<file path="config.mk">
export PLATFORM = sky130hd
export DESIGN_NAME = mem_loader
export DESIGN_NICKNAME = d
export VERILOG_FILES = /design/src/rtl/mem_loader.sv
export SDC_FILE = /design/constraint.sdc
export NUM_CORES = 1
export LEC_CHECK = 0
export CORE_MARGIN = 4
export CORE_UTILIZATION = 45
export DETAILED_ROUTE_END_ITERATION = 10
export PLACE_DENSITY_LB_ADDON = 0.2
export SLEW_MARGIN = 10
export SYNTH_ARGS = -nofsm -noshare
export SYNTH_HDL_FRONTEND = slang
export SYNTH_SLANG_ARGS = --single-unit
</file>
<file path="constraint.sdc">
create_clock -name clk -period 1.7 [get_ports clk]
set_input_delay 0.425 -clock clk [delete_from_list [all_inputs] [get_ports clk]]
set_output_delay 0.425 -clock clk [all_outputs]
set_load 0.005 [all_outputs]
</file>
<file path="src/rtl/mem_loader.sv">
// Host memory front end: framed I/D loads, 'G' run hand-off, done-triggered data-memory dump.
// Optional macro MEM_LOADER_CSUM_EN adds an XOR checksum reply byte after every I/D frame.
module mem_loader #(
  parameter int              ADDR_W    = 16,
  parameter logic [ADDR_W-1:0] DONE_ADDR = {ADDR_W{1'b1}},
  parameter logic [ADDR_W-1:0] DUMP_BASE = '0,
  parameter logic [15:0]     DUMP_LEN  = 16'd64
) (
  input  logic              clk,
  input  logic              rst,
  input  logic [7:0]        rx_data,
  input  logic              rx_valid,
  output logic              rx_ready,
  output logic [7:0]        tx_data,
  output logic              tx_valid,
  input  logic              tx_ready,
  output logic              cpu_hold,
  input  logic [ADDR_W-1:0] proc_addr,
  input  logic [15:0]       proc_wdata,
  input  logic              proc_dm_wr,
  input  logic              proc_im_wr,
  output logic [7:0]        proc_dm_in,
  output logic [7:0]        proc_im_in,
  output logic [ADDR_W-1:0] mem_addr,
  output logic [7:0]        mem_wdata,
  output logic              dm_we,
  output logic              im_we,
  input  logic [7:0]        dm_rdata,
  input  logic [7:0]        im_rdata
);

  typedef enum logic [2:0] {
    S_IDLE    = 3'd0,
    S_LEN_HI  = 3'd1,
    S_LEN_LO  = 3'd2,
    S_DATA    = 3'd3,
`ifdef MEM_LOADER_CSUM_EN
    S_CSUM    = 3'd4,
`endif
    S_RUN     = 3'd5,
    S_DUMP_RD = 3'd6,
    S_DUMP_TX = 3'd7
  } state_t;

`ifdef MEM_LOADER_CSUM_EN
  localparam state_t FRAME_END = S_CSUM;
`else
  localparam state_t FRAME_END = S_IDLE;
`endif

  state_t            state;
  logic              sel_im;
  logic [7:0]        len_hi;
  logic [15:0]       remain;
  logic [ADDR_W-1:0] load_addr;
  logic [15:0]       dump_idx;
  logic              dump_first;
  logic [7:0]        dump_byte;
  logic              rx_fire;
  logic              done_hit;
  logic [ADDR_W-1:0] dump_addr;
  logic              unused_wdata_hi;

  assign rx_fire   = rx_valid && rx_ready;
  assign done_hit  = (state == S_RUN) && proc_dm_wr && (proc_addr == DONE_ADDR);
  assign dump_addr = DUMP_BASE + dump_idx[ADDR_W-1:0];
  assign unused_wdata_hi = ^proc_wdata[15:8];

  assign rx_ready = (state == S_IDLE) || (state == S_LEN_HI) ||
                    (state == S_LEN_LO) || (state == S_DATA);
  assign cpu_hold = (state != S_RUN);

  always_ff @(posedge clk) begin
    if (rst) begin
      state      <= S_IDLE;
      sel_im     <= 1'b0;
      len_hi     <= 8'd0;
      remain     <= 16'd0;
      load_addr  <= '0;
      dump_idx   <= 16'd0;
      dump_first <= 1'b0;
    end else begin
      case (state)
        S_IDLE: if (rx_fire) begin
          case (rx_data)
            8'h49:   begin sel_im <= 1'b1; state <= S_LEN_HI; end
            8'h44:   begin sel_im <= 1'b0; state <= S_LEN_HI; end
            8'h47:   state <= S_RUN;
            default: state <= S_IDLE;
          endcase
        end
        S_LEN_HI: if (rx_fire) begin
          len_hi <= rx_data;
          state  <= S_LEN_LO;
        end
        S_LEN_LO: if (rx_fire) begin
          remain    <= {len_hi, rx_data};
          load_addr <= '0;
          state     <= ({len_hi, rx_data} == 16'd0) ? FRAME_END : S_DATA;
        end
        S_DATA: if (rx_fire) begin
          load_addr <= load_addr + 1'b1;
          remain    <= remain - 16'd1;
          if (remain == 16'd1) state <= FRAME_END;
        end
`ifdef MEM_LOADER_CSUM_EN
        S_CSUM: if (tx_ready) state <= S_IDLE;
`endif
        S_RUN: if (done_hit) begin
          dump_idx <= 16'd0;
          state    <= (DUMP_LEN == 16'd0) ? S_IDLE : S_DUMP_RD;
        end
        S_DUMP_RD: begin
          dump_first <= 1'b1;
          state      <= S_DUMP_TX;
        end
        S_DUMP_TX: begin
          dump_first <= 1'b0;
          if (tx_ready) begin
            dump_idx <= dump_idx + 16'd1;
            state    <= (dump_idx + 16'd1 == DUMP_LEN) ? S_IDLE : S_DUMP_RD;
          end
        end
        default: state <= S_IDLE;
      endcase
    end
  end

  // dm_rdata is live on the first DUMP_TX cycle; hold it so a stalled byte stays put
  always_ff @(posedge clk) begin
    if (state == S_DUMP_TX && dump_first) dump_byte <= dm_rdata;
  end

`ifdef MEM_LOADER_CSUM_EN
  logic [7:0] csum;

  always_ff @(posedge clk) begin
    if (rst)                          csum <= 8'd0;
    else if (state == S_IDLE && rx_fire) csum <= 8'd0;
    else if (state == S_DATA && rx_fire) csum <= csum ^ rx_data;
  end
`endif

  always_comb begin
    tx_valid = 1'b0;
    tx_data  = 8'd0;
    if (state == S_DUMP_TX) begin
      tx_valid = 1'b1;
      tx_data  = dump_first ? dm_rdata : dump_byte;
    end
`ifdef MEM_LOADER_CSUM_EN
    if (state == S_CSUM) begin
      tx_valid = 1'b1;
      tx_data  = csum;
    end
`endif
  end

  always_comb begin
    mem_addr   = '0;
    mem_wdata  = 8'd0;
    dm_we      = 1'b0;
    im_we      = 1'b0;
    proc_dm_in = 8'd0;
    proc_im_in = 8'd0;
    case (state)
      S_DATA: begin
        mem_addr  = load_addr;
        mem_wdata = rx_data;
        dm_we     = rx_fire && !sel_im;
        im_we     = rx_fire && sel_im;
      end
      S_RUN: begin
        mem_addr   = proc_addr;
        mem_wdata  = proc_wdata[7:0];
        dm_we      = proc_dm_wr && !done_hit;
        im_we      = proc_im_wr;
        proc_dm_in = dm_rdata;
        proc_im_in = im_rdata;
      end
      S_DUMP_RD, S_DUMP_TX: mem_addr = dump_addr;
      default: ;
    endcase
  end

endmodule
</file>
==> metrics.md <==
| Metric | Value |
|---|---|
| Final min period | `between 2 and 2.5 ns` |
| R2r setup slk | `-0.42 ns` |
| Yosys reg bits | `69` |
| LEAKAGE | `between 3 and 4 nW` |
| Commonest non-fill, non-tap cell in the layout | `buf_4` |
| GRT overflow | `0` |
| Avg WL per Cell | `~22 µm` |
| Hold Path Cell Cnt | `2` |
| Vias/cell | `~6.3` |
| Width of the die | `roughly 110 µm` |
| Clk Latency, worst-skew pair | `between 0.3 and 0.4 ns` |
| Htree depth | `3` |
| First-pass GRT wire length | `between 20 and 30 mm` |
| DRC errors left | `0` |
| Ant diodes | `0` |
| I/O pins | `around 120` |
| Post-synth EDFFs | `8` |
| Final std cells w/o fill | `950` |
| Multi-input gate area | `around 0.0034 mm²` |
| WHS Endpoint | `len_hi[7]` |
| Failing checks | `setup timing` |
| Initial core utilization | `46.0%` |
| Via Count | `5945` |
| Die Footprint | `~0.012 mm²` |
| Vias in the first global route | `about 5500` |
| CP required | `approximately 1.3 ns` |
| R2R cell count | `12` |
| Sequential area share after synthesis | `about a third` |
| Antenna violations before repair | `0` |
| Max Cap Viol | `0` |
| Clk pin slew, worst setup/hold paths | `0.08 ns` |
| CP Max Fanout | `6` |
| Area Growth Syn to Fin | `76.3%` |
| CTS tree | `yes` |
| Final Cell Area | `slightly below 0.008 mm²` |
| Buffers added on ports | `106` |
| Ys async rst share | `0%` |
| Final Hold Viols | `0` |
| Max-slew violation count | `0` |
| Final WL | `roughly 21 mm` |
| GP Congestion | `around 0.93` |
| Core ar. | `0.00973 mm²` |
| Worst hold slack | `0.476 ns` |
| Worst setup SP type | `flip-flop` |
| VDD IR-drop max | `approximately 0.00052 V` |
| Synth warnings | `0` |
| Starting DRT DRC Count | `711` |
| Setup violations, final | `104` |
| Largest net degree at the start of global routing | `29` |
| Crit end category | `primary output` |
| Fill count | `approximately 570` |
| Fin util | `between 80% and 90%` |
| Placed instance area | `~0.0064 mm²` |
| Drt pass-1 iters | `6` |
| Row Count | `36` |
| CTS Buf Count | `9` |
| F_max | `466 MHz` |
| Syn nets | `roughly 630` |
| Antenna Nets Post-Route | `0` |
| Outcome | `complete, but fails checks` |
| Final nets | `a little under 900` |
| Critical path class | `reg -> out` |
| Clock sinks | `69` |
| Die height | `108 µm` |
| Clock Tree Buf Depth | `2` |
| Cells after synthesis | `approximately 560` |
| Unique masters post-synth | `64` |
| Period utilization | `126%` |
| Share of layout cells above drive strength 1 | `between 40 and 50%` |
| Total GRT Usage | `just over 30%` |
| Crit path DAT | `1.72 ns` |
| Max_slew headroom | `66.5%` |
| Most frequent cells in the layout | `114 x buf_4, 52 x nor2_1, 51 x buf_6, 50 x dfxtp_1, 44 x nand2_1` |
| Worst min-delay path startpoint | `len_hi[7]` |
| DP Cell Count | `a little under 900` |
| Main synth FF type | `dfxtp_1` |
| FF/Latch Area | `0.00149 mm²` |
| DP HPWL | `between 10 and 15 mm` |
| Setup ws final | `-0.445 ns` |
| Post-Syn Area | `~0.0045 mm²` |
| Final setup skew | `between 0.01 and 0.015 ns` |
| Min-delay worst type | `reg -> reg` |
| Worst-margin pin slew | `~0.5 ns` |
| R2r endpoint | `load_addr[11]` |
| Root Driver | `clkbuf_8` |
| R2R Path Start | `state[2]` |
| Syn avg cell area | `7.96 µm²` |
| Unrepaired setup endpoints after global routing | `true` |
| Post-Route Setup TNS | `-26.90 ns` |
| Pwr dens | `roughly 460 mW/mm²` |
report_power, final:
| part | internal, mW | leakage, nW | switching [mW] |
|---|---|---|---|
| sequential | 1.64 | 0.570 | 0.00149 |
| combinational | 0.168 | 2.49 | 0.150 |
| clock | 0.975 | 0.116 | 0.677 |
synth_stat cells, types with 3 or more instances:
| master | count | area, µm² |
|---|---|---|
| nor2_1 | 76 | 285 |
| nand4_1 | 14 | 87.6 |
| and2_1 | 4 | 25.0 |
| a21oi_1 | 49 | 245 |
| o221ai_1 | 5 | 43.8 |
| and3_1 | 19 | 119 |
| edfxtp_1 | 8 | 240 |
| ha_1 | 4 | 50.1 |
| nor2b_1 | 6 | 37.5 |
| xnor2_1 | 5 | 43.8 |
| nand3b_1 | 4 | 30.0 |
| xor2_1 | 16 | 140 |
| nor4_1 | 6 | 37.5 |
| o22ai_1 | 7 | 43.8 |
| a211oi_1 | 5 | 37.5 |
| a22oi_1 | 3 | 22.5 |
| o21ai_0 | 27 | 135 |
| nor3_1 | 14 | 70.1 |
| clkbuf_8 | 6 | 82.6 |
| mux2i_1 | 12 | 120 |
| nand2_1 | 50 | 188 |
| clkbuf_1 | 24 | 90.1 |
| nand2b_1 | 4 | 25.0 |
| or4_1 | 3 | 22.5 |
| or3_1 | 8 | 50.1 |
| nand3_1 | 17 | 85.1 |
| inv_1 | 11 | 41.3 |
| buf_2 | 7 | 35.0 |
| dfxtp_1 | 61 | 1220 |
| a22o_1 | 40 | 350 |
repair_timing:
| item | CTS | global route |
|---|---|---|
| pin swaps | 61 | 69 |
| gates cloned | 6 | 4 |
| endpoints found under the setup margin | 102 | 103 |
| resized for setup | 358 | 159 |
| buffers inserted | 33 | 23 |
| hold buffers | 0 | 0 |
critical path: stages, from the launching register on:
cell     delay (ns)
dfxtp_4        0.36
buf_4          0.14
buf_8          0.12
buf_12         0.14
nor2b_4        0.15
and3_4         0.21
a22o_1         0.12
buf_2          0.11
metal layers:
metal / track usage [%] / share of wire (%) / vias to the layer above / wire (µm)
li1: - / - / 2563 / -
met1: 35.6 / 36 / 2868 / 7760
met2: 52.8 / 50 / 391 / 10700
met3: 6.30 / 7.4 / 123 / 1570
met4: 12.8 / 5.8 / 0 / 1230
met5: 0 / 0 / - / 0
layout make-up:
type | instances | share of cell area [%]
flip-flops and latches | 69 | 18.8
clock buffers | 10 | 1.62
clock inverters | 6 | 1.41
inverters | 11 | 0.587
repair buffers | 280 | 32.1
well taps | 133 | 2.11
multi-input cells | 441 | 43.3
cells by family (layout without fill, tap and decap cells):
family / Yosys count / count (layout) / share of synthesized area, %
AND/OR/NAND/NOR: 250 / 251 / 29.9
AO/OA/AOI/OAI: 152 / 152 / 22.6
flip-flops: 69 / 69 / 32.7
buffers and inverters: 53 / 307 / 6.60
XOR/XNOR: 21 / 21 / 4.11
multiplexers: 13 / 13 / 2.94
adder cells (fa/ha/maj): 4 / 4 / 1.12
sequential cells by signal (all words and copies together) (netlist names):
register,count
remain,16
dump_first,1
sel_im,1
len_hi,8
dump_idx,16
state,3
load_addr,16
dump_byte,8
metrics by stage:
stage          setup WS [ns]  power, mW
2_1_floorplan        0.00300       1.74
3_3_place_gp          -0.883       1.96
3_5_place_dp          -0.879       1.96
4_1_cts               -0.409       3.57
5_1_grt               -0.477       3.70
6_report              -0.445       3.61
worst max path at each step:
stage	depth (start not counted)	slack (ns)	to	start
floorplan	6	0.003	mem_addr[12]	state[2]
global placement	6	-0.88	dm_we	proc_addr[10]
detailed placement	6	-0.88	dm_we	proc_addr[10]
CTS	6	-0.41	mem_addr[4]	state[2]
global route	11	-0.48	remain[12]	state[2]
finish	7	-0.45	im_we	state[2]
Note: power is estimated with default switching activity, not from simulation.
